===== src/rtl/bit_stuffer_if.sv =====
// Handshake and serial-stream bundle for bit_stuffer.
// The master drives words in and observes the stream; the slave is the stuffer itself.
interface bit_stuffer_if #(
    parameter int DATA_W = 8
);
    logic [DATA_W-1:0] din;
    logic              din_valid;
    logic              din_ready;
    logic              out;
    logic              out_valid;
    logic              stuffed;

    modport master (
        output din, din_valid,
        input  din_ready, out, out_valid, stuffed
    );

    modport slave (
        input  din, din_valid,
        output din_ready, out, out_valid, stuffed
    );
endinterface


===== src/rtl/bit_stuffer.sv =====
// LSB-first serializer that inserts a 0 after STUFF_RUN consecutive 1 data bits.
// Define BIT_STUFFER_FLAG_EN to wrap every burst in 0x7E open/close flags.
module bit_stuffer #(
    parameter int DATA_W    = 8,
    parameter int STUFF_RUN = 5
) (
    input  logic         clk,
    input  logic         rst,
    bit_stuffer_if.slave bus
);
    localparam int CW = $clog2(STUFF_RUN + 1);
    localparam int IW = $clog2(DATA_W + 1);

    localparam logic [2:0] IDLE  = 3'd0;
    localparam logic [2:0] SHIFT = 3'd1;
    localparam logic [2:0] STUFF = 3'd2;
`ifdef BIT_STUFFER_FLAG_EN
    localparam logic [2:0] FLAG_OPEN   = 3'd3;
    localparam logic [2:0] FLAG_CLOSE  = 3'd4;
    localparam logic [2:0] START_STATE = FLAG_OPEN;
    localparam logic [2:0] END_STATE   = FLAG_CLOSE;
    localparam logic [7:0] FLAG        = 8'h7E;
`else
    localparam logic [2:0] START_STATE = SHIFT;
    localparam logic [2:0] END_STATE   = IDLE;
`endif

    localparam logic [CW-1:0] CNT_ZERO = {CW{1'b0}};
    localparam logic [CW-1:0] CNT_ONE  = {{(CW-1){1'b0}}, 1'b1};
    localparam logic [CW-1:0] RUN_LAST = CW'(STUFF_RUN - 1);
    localparam logic [IW-1:0] IDX_ZERO = {IW{1'b0}};
    localparam logic [IW-1:0] IDX_ONE  = {{(IW-1){1'b0}}, 1'b1};
    localparam logic [IW-1:0] IDX_LAST = IW'(DATA_W - 1);
    localparam logic [IW-1:0] IDX_DONE = IW'(DATA_W);

    logic [2:0]        state_r, state_s;
    logic [DATA_W-1:0] sh_r, sh_s;
    logic [IW-1:0]     bit_idx_r, bit_idx_s;
    logic [CW-1:0]     ones_cnt_r, ones_cnt_s;
    logic              out_r, out_s;
    logic              out_valid_r, out_valid_s;
    logic              stuffed_r, stuffed_s;
    logic              stuff_due_s;
    logic              word_end_s;
    logic              ready_s;
`ifdef BIT_STUFFER_FLAG_EN
    logic [2:0]        flag_idx_r, flag_idx_s;
`endif

    // Decode word boundary and handshake readiness from the registered state
    always_comb begin
        stuff_due_s = 1'b0;
        word_end_s  = 1'b0;
        ready_s     = 1'b0;
        case (state_r)
            IDLE: begin
                ready_s = 1'b1;
            end
            SHIFT: begin
                stuff_due_s = sh_r[0] && (ones_cnt_r == RUN_LAST);
                word_end_s  = (bit_idx_r == IDX_LAST) && !stuff_due_s;
                ready_s     = word_end_s;
            end
            STUFF: begin
                word_end_s = (bit_idx_r == IDX_DONE);
                ready_s    = word_end_s;
            end
            default: begin
                ready_s = 1'b0;
            end
        endcase
    end

    // Ready is forced low while reset is held so nothing is accepted mid-reset
    assign bus.din_ready = ready_s & rst;

    // Next-state and next-output computation
    always_comb begin
        state_s     = state_r;
        sh_s        = sh_r;
        bit_idx_s   = bit_idx_r;
        ones_cnt_s  = ones_cnt_r;
        out_s       = 1'b1;
        out_valid_s = 1'b0;
        stuffed_s   = 1'b0;
`ifdef BIT_STUFFER_FLAG_EN
        flag_idx_s  = flag_idx_r;
`endif
        case (state_r)
            IDLE: begin
                ones_cnt_s = CNT_ZERO;
                if (bus.din_valid) begin
                    sh_s      = bus.din;
                    bit_idx_s = IDX_ZERO;
                    state_s   = START_STATE;
                end else begin
                    state_s = IDLE;
                end
            end
            SHIFT: begin
                out_s       = sh_r[0];
                out_valid_s = 1'b1;
                sh_s        = {1'b0, sh_r[DATA_W-1:1]};
                bit_idx_s   = bit_idx_r + IDX_ONE;
                ones_cnt_s  = sh_r[0] ? (ones_cnt_r + CNT_ONE) : CNT_ZERO;
                if (stuff_due_s) begin
                    ones_cnt_s = CNT_ZERO;
                    state_s    = STUFF;
                end else if (word_end_s) begin
                    // Run length carries into the next word of a burst
                    if (bus.din_valid) begin
                        sh_s      = bus.din;
                        bit_idx_s = IDX_ZERO;
                        state_s   = SHIFT;
                    end else begin
                        ones_cnt_s = CNT_ZERO;
                        state_s    = END_STATE;
                    end
                end else begin
                    state_s = SHIFT;
                end
            end
            STUFF: begin
                out_s       = 1'b0;
                out_valid_s = 1'b1;
                stuffed_s   = 1'b1;
                ones_cnt_s  = CNT_ZERO;
                if (word_end_s) begin
                    if (bus.din_valid) begin
                        sh_s      = bus.din;
                        bit_idx_s = IDX_ZERO;
                        state_s   = SHIFT;
                    end else begin
                        state_s = END_STATE;
                    end
                end else begin
                    state_s = SHIFT;
                end
            end
`ifdef BIT_STUFFER_FLAG_EN
            FLAG_OPEN: begin
                out_s       = FLAG[flag_idx_r];
                out_valid_s = 1'b1;
                ones_cnt_s  = CNT_ZERO;
                flag_idx_s  = flag_idx_r + 3'd1;
                if (flag_idx_r == 3'd7) begin
                    state_s = SHIFT;
                end else begin
                    state_s = FLAG_OPEN;
                end
            end
            FLAG_CLOSE: begin
                out_s       = FLAG[flag_idx_r];
                out_valid_s = 1'b1;
                ones_cnt_s  = CNT_ZERO;
                flag_idx_s  = flag_idx_r + 3'd1;
                if (flag_idx_r == 3'd7) begin
                    state_s = IDLE;
                end else begin
                    state_s = FLAG_CLOSE;
                end
            end
`endif
            default: begin
                state_s    = IDLE;
                ones_cnt_s = CNT_ZERO;
                bit_idx_s  = IDX_ZERO;
            end
        endcase
    end

    // State and registered serial outputs
    always_ff @(posedge clk or negedge rst) begin
        if (!rst) begin
            state_r     <= IDLE;
            sh_r        <= {DATA_W{1'b0}};
            bit_idx_r   <= IDX_ZERO;
            ones_cnt_r  <= CNT_ZERO;
            out_r       <= 1'b1;
            out_valid_r <= 1'b0;
            stuffed_r   <= 1'b0;
`ifdef BIT_STUFFER_FLAG_EN
            flag_idx_r  <= 3'd0;
`endif
        end else begin
            state_r     <= state_s;
            sh_r        <= sh_s;
            bit_idx_r   <= bit_idx_s;
            ones_cnt_r  <= ones_cnt_s;
            out_r       <= out_s;
            out_valid_r <= out_valid_s;
            stuffed_r   <= stuffed_s;
`ifdef BIT_STUFFER_FLAG_EN
            flag_idx_r  <= flag_idx_s;
`endif
        end
    end

    assign bus.out       = out_r;
    assign bus.out_valid = out_valid_r;
    assign bus.stuffed   = stuffed_r;

endmodule


===== src/flat_wrapper.sv =====
// flat-port wrapper written by rule: the top's interface ports become plain ports
module bit_stuffer_flat 
#(
    parameter int DATA_W    = 8,
    parameter int STUFF_RUN = 5
)
  (clk, rst, bus_din, bus_din_valid, bus_din_ready, bus_out, bus_out_valid, bus_stuffed);
  bit_stuffer_if #(.DATA_W(DATA_W)) bus_i ();
  input  logic clk;
  input  logic rst;
  input wire logic [$bits(bus_i.din)-1:0] bus_din;
  input wire logic [$bits(bus_i.din_valid)-1:0] bus_din_valid;
  output wire logic [$bits(bus_i.din_ready)-1:0] bus_din_ready;
  output wire logic [$bits(bus_i.out)-1:0] bus_out;
  output wire logic [$bits(bus_i.out_valid)-1:0] bus_out_valid;
  output wire logic [$bits(bus_i.stuffed)-1:0] bus_stuffed;
  assign bus_i.din = bus_din;
  assign bus_i.din_valid = bus_din_valid;
  assign bus_din_ready = bus_i.din_ready;
  assign bus_out = bus_i.out;
  assign bus_out_valid = bus_i.out_valid;
  assign bus_stuffed = bus_i.stuffed;
  bit_stuffer #(.DATA_W(DATA_W), .STUFF_RUN(STUFF_RUN)) u_core (.clk(clk), .rst(rst), .bus(bus_i));
endmodule

===== config.mk =====
export PLATFORM = sky130hd
export DESIGN_NAME = bit_stuffer_flat
export DESIGN_NICKNAME = d
export VERILOG_FILES = /design/src/rtl/bit_stuffer_if.sv /design/src/rtl/bit_stuffer.sv /design/src/flat_wrapper.sv
export SDC_FILE = /design/constraint.sdc
export NUM_CORES = 1
export LEC_CHECK = 0
export CAP_MARGIN = 15
export CORE_ASPECT_RATIO = 0.9
export CORE_MARGIN = 3
export CORE_UTILIZATION = 57
export CTS_CLUSTER_SIZE = 24
export DETAILED_ROUTE_END_ITERATION = 8
export GPL_TIMING_DRIVEN = 0
export PLACE_DENSITY_LB_ADDON = 0.05
export SKIP_LAST_GASP = 1
export SYNTH_ARGS = -nofsm -noshare
export SYNTH_HDL_FRONTEND = slang
export SYNTH_SLANG_ARGS = --single-unit
export TNS_END_PERCENT = 5

===== constraint.sdc =====
create_clock -name clk -period 3.65 [get_ports clk]
set_input_delay 0.365 -clock clk [delete_from_list [all_inputs] [get_ports clk]]
set_output_delay 0.365 -clock clk [all_outputs]
set_load 0.01 [all_outputs]

==> results.md <==
- The starting DRC count in detailed routing is 14.
- Measured against its own limit, the worst slew margin works out to 0.4056.
- The core region area is 0.001752 mm².
- The arrival time at the worst endpoint is 2.27 ns.
- The slew of the pin with the lowest slew margin is ~0.9 ns.
- After synthesis, the netlist uses 27 different library cells.
- The leakage power total is 0.6085 nW.
- The cell count after synthesis is 96.
- By area, the combinational part of the netlist is dominated by multiplexers.
- The number of buffers added by the clock tree synthesis step is 3.
- In the final design database the tool counted 134 nets.
- The cell type with the largest total area after synthesis is sky130_fd_sc_hd__dfrtp_1.
- After synthesis the netlist holds a flip-flop and latch count of 20.
- The number of warning messages in the yosys log is 0.
- In the final timing run, aggregate negative setup slack is 0 ns.
- The path with the worst hold slack has its endpoint at u_core.ones_cnt_r[0].
- The clock latency reported for the late side of the worst-skew pair is approximately 0.30 ns.
- Entering global routing, the biggest net connects 22 pins.
- The post-detailed-route wirelength per cell is 13.88 µm.
- The kind of start point of the critical path is a flip-flop.
- The number of endpoints failing setup at the final stage is 0.
- Walking the worst path, the cells encountered are inv_1, ha_1, nand4b_1, o21ai_2, nor2_1, nor3b_1, clkdlybuf4s50_1.
- The final count of hold timing violations came to 0.
- The total power after layout is ~0.95 mW.
- During placement, the flow inserted port buffers numbering 14.
- The fraction of layout cells with a size suffix above 1 is 0.2018.
- The post-route DRC violation count is 0.
- The via count of the first global-routing pass is just under 800.
- In this run the power density over the cells is 729.3 mW/mm².
- The share of synthesized area in the top cell type comes to 0.4338.
- In this run the post-CTS setup repair buffer count came out at 0.
- The worst IR drop on VDD is 403.0 µV.
- Measured along the x axis, the die boundary spans 52.22 µm.
- Counting along the longest clock path gives a buffer depth of 2.
- The min-delay analysis places its worst path in the category flip-flop to flip-flop.
- The max-slew violation total from the final report is 0.
- The TritonCTS clock tree is built.
- The average via count per standard cell is 5.486.
- The kind of end point of the critical path is a primary output.
- The final RePlAce weighted congestion is 0.8413.
- The site row count is 14.
- The adder and majority cell fraction of the synthesized area is 0.09132.
- The placed instances occupy a cell area of ~0.0013 mm².
- The endpoint of the most critical register-to-register path is u_core.sh_r[3].
- The post-synthesis simple-gate area fraction is 0.1062.
- For this block, the via count after detailed routing is between 700 and 800.
- The CTS root buffer is sky130_fd_sc_hd__clkbuf_4.
- For this design the top-level I/O count stands at 15.
- The startpoint of the most critical register-to-register path is u_core.state_r[1].
- For the worst setup path, the data required time is 3.28 ns.
- The count of cells along the worst hold path is 1.
- The startpoint of the lowest-slack hold path is u_core.ones_cnt_r[0].
- The critical-path cell with the highest stage delay is sky130_fd_sc_hd__clkdlybuf4s50_1.
- The flow ran to the end, and the final reports show no timing, DRC or antenna violations.
- The share of the synthesized netlist area taken by xor and xnor gates is 0.007991.
- The clock tree skew after final layout is 0.003664 ns.
- The worst register-to-register path has a depth of 8.
- The aggregate global-route resource usage is 0.1890.
- Yosys attributes the largest share of cell area to sky130_fd_sc_hd__dfrtp_1, sky130_fd_sc_hd__ha_1, sky130_fd_sc_hd__mux2_2.
- The max-cap check violation count is 0.
- The number of antenna repair diodes is 0.
- The maximum clock frequency is between 300 and 400 MHz.
- Summed over all nets, the half-perimeter wirelength after detailed placement is 1456 µm.
- The critical path class is flip-flop to primary output.
- The finished cells cover around 0.0013 mm².
- Post-CTS repair changed the size of 0 cells.
- After clock tree synthesis, the clock-pin slew on the worst setup and hold paths is 0.11 ns.
- The number of antenna violations at the first check in global routing is 0.
- Global routing finished with a remaining overflow of 0.
- The total wire length is 1916 µm.
- The maximum fanout encountered on the critical timing path is 6.
- The final antenna-violating net count is 0.
- The area added between synthesis and finish is 18.84%.
- The share of the Yosys chip area taken by registers is 0.4578.
- The first global-routing pass estimated 3360 µm of wire.
- The effective utilization at floorplan is 0.6257.
- The die is 47.60 µm tall.
- For this design, the CTS-stage hold fixing added 0 buffers.
- Tracing the worst setup path back leads to its startpoint at u_core.state_r[1].
- The post-synthesis instance area is 0.001096 mm².
- The portion of the clock cycle consumed by the worst path in the final layout is 0.7207.
- The first TritonRoute pass finished after 4 iterations.
- The number of H-tree branching levels is 1.
- For the finished layout, the period the worst path requires is 2.630 ns.
- The tree built by TritonCTS fans out to 20 sinks.
- Setup repair after global routing left no endpoint under its margin.
- The share of cell area taken by muxes after synthesis is 0.1701.
- Averaged over all synthesized cells, the footprint is 11.42 µm².
- Synthesis produced a netlist with a net count of 115.
- The setup slack on the worst flop-to-flop path is 1.41 ns.
- In this design, the stage delay of the slowest critical-path cell is 0.56 ns.
- The post-synthesis compound-gate area fraction came to 0.1176.
- The area of the die is ~0.0025 mm².
[synth_stat cells (all sizes together)]
cell,count
a211o,1
a21oi,2
a41o,1
and3,2
buf,2
dfrtp,19
dfstp,1
ha,8
inv,10
mux2,14
mux2i,1
nand2,5
nand2b,3
nand4,1
nand4b,2
nor2,8
nor3b,1
o211a,1
o21ai,9
o22ai,2
o2bb2ai,2
xnor2,1
[cell usage in the layout, fill, tap and decap left out, types with 2 or more instances in the layout]
cell type,synthesis,routed
sky130_fd_sc_hd__dfrtp_1,19,19
sky130_fd_sc_hd__clkdlybuf4s50_1,0,14
sky130_fd_sc_hd__inv_1,10,10
sky130_fd_sc_hd__o21ai_0,8,8
sky130_fd_sc_hd__nor2_1,8,8
sky130_fd_sc_hd__mux2_2,8,8
sky130_fd_sc_hd__ha_1,8,8
sky130_fd_sc_hd__nand2_1,5,5
sky130_fd_sc_hd__mux2_4,5,5
sky130_fd_sc_hd__nand2b_1,3,3
sky130_fd_sc_hd__clkbuf_4,0,3
sky130_fd_sc_hd__nand4b_1,2,2
sky130_fd_sc_hd__a21oi_1,2,2
sky130_fd_sc_hd__o22ai_1,2,2
sky130_fd_sc_hd__o2bb2ai_1,2,2
[how the worst max path moves through the flow]
stage                     endpoint  slack, ns  cells after the start
floorplan           u_core.sh_r[2]       1.64                      8
global placement     bus_din_ready       1.00                      3
detailed placement   bus_din_ready       0.99                      3
CTS                  bus_din_ready       0.97                      3
global route         bus_din_ready       0.86                      7
finish               bus_din_ready       1.02                      7
[registers in the layout (all words and copies together), names as in the netlist]
signal and cells:
u_core.ones_cnt_r 3, u_core.bus.out_valid 1, u_core.sh_r 8, u_core.bus.stuffed 1, u_core.state_r 2, u_core.bit_idx_r 4
u_core.bus.out 1
[cell families after synthesis]
family                     after synthesis
muxes                                   15
AOI/OAI and AO/OA                       18
and+or+nand+nor                         22
adders and majority gates                8
xor gates and xnor gates                 1
buffers and inverters                   12
DFF                                     20
[per-stage QoR]
| step | util | instances | hold WS (ns) | worst slack [ns] |
|---|---|---|---|---|
| 4_1_cts | 0.7436 | 138 | 0.4776 | 0.9748 |
| 6_report | 0.7436 | 138 | 0.4734 | 1.020 |
| 5_1_grt | 0.7436 | 138 | 0.5185 | 0.8610 |
| 3_5_place_dp | 0.7229 | 134 | 0.4621 | 0.9881 |
| 2_1_floorplan | - | 96 | 0.06941 | 1.640 |
| 3_3_place_gp | 0.7229 | 134 | 0.4498 | 1.002 |
[power by group]
part | internal, mW | leakage (nW) | total (mW) | switching (mW)
Sequential | 0.315 | 0.251 | 0.370 | 0.0555
Combinational | 0.252 | 0.337 | 0.451 | 0.199
Clock | 0.0609 | 0.0210 | 0.128 | 0.0675
Total | 0.628 | 0.608 | 0.950 | 0.322
[worst max-delay path, delay by kind of cell (launching register included)]
family,cells,cell delay [ns]
fa+ha+maj,1,0.27
buf+inv,2,0.65
flops,1,0.41
simple gates,3,0.42
compound gates,1,0.21
[per-layer routing]
layer	up-vias	global-route usage	part of all wire
li1	367	-	-
met1	359	0.2406	0.45
met2	28	0.3158	0.48
met3	3	0.03738	0.052
met4	0	0.09184	0.015
met5	-	0	0
[final cells by class]
| cell class | count | area [µm²] |
|---|---|---|
| multi-input cells | 64 | 540.5 |
| flip-flops and latches | 20 | 501.7 |
| fillers | 131 | 449.2 |
| repair buffers | 14 | 140.1 |
| inverters | 10 | 37.54 |
| clock buffers | 4 | 36.28 |
| well taps | 24 | 30.03 |
| plain buffers | 2 | 16.27 |
Note: power is estimated with default switching activity, not from simulation.
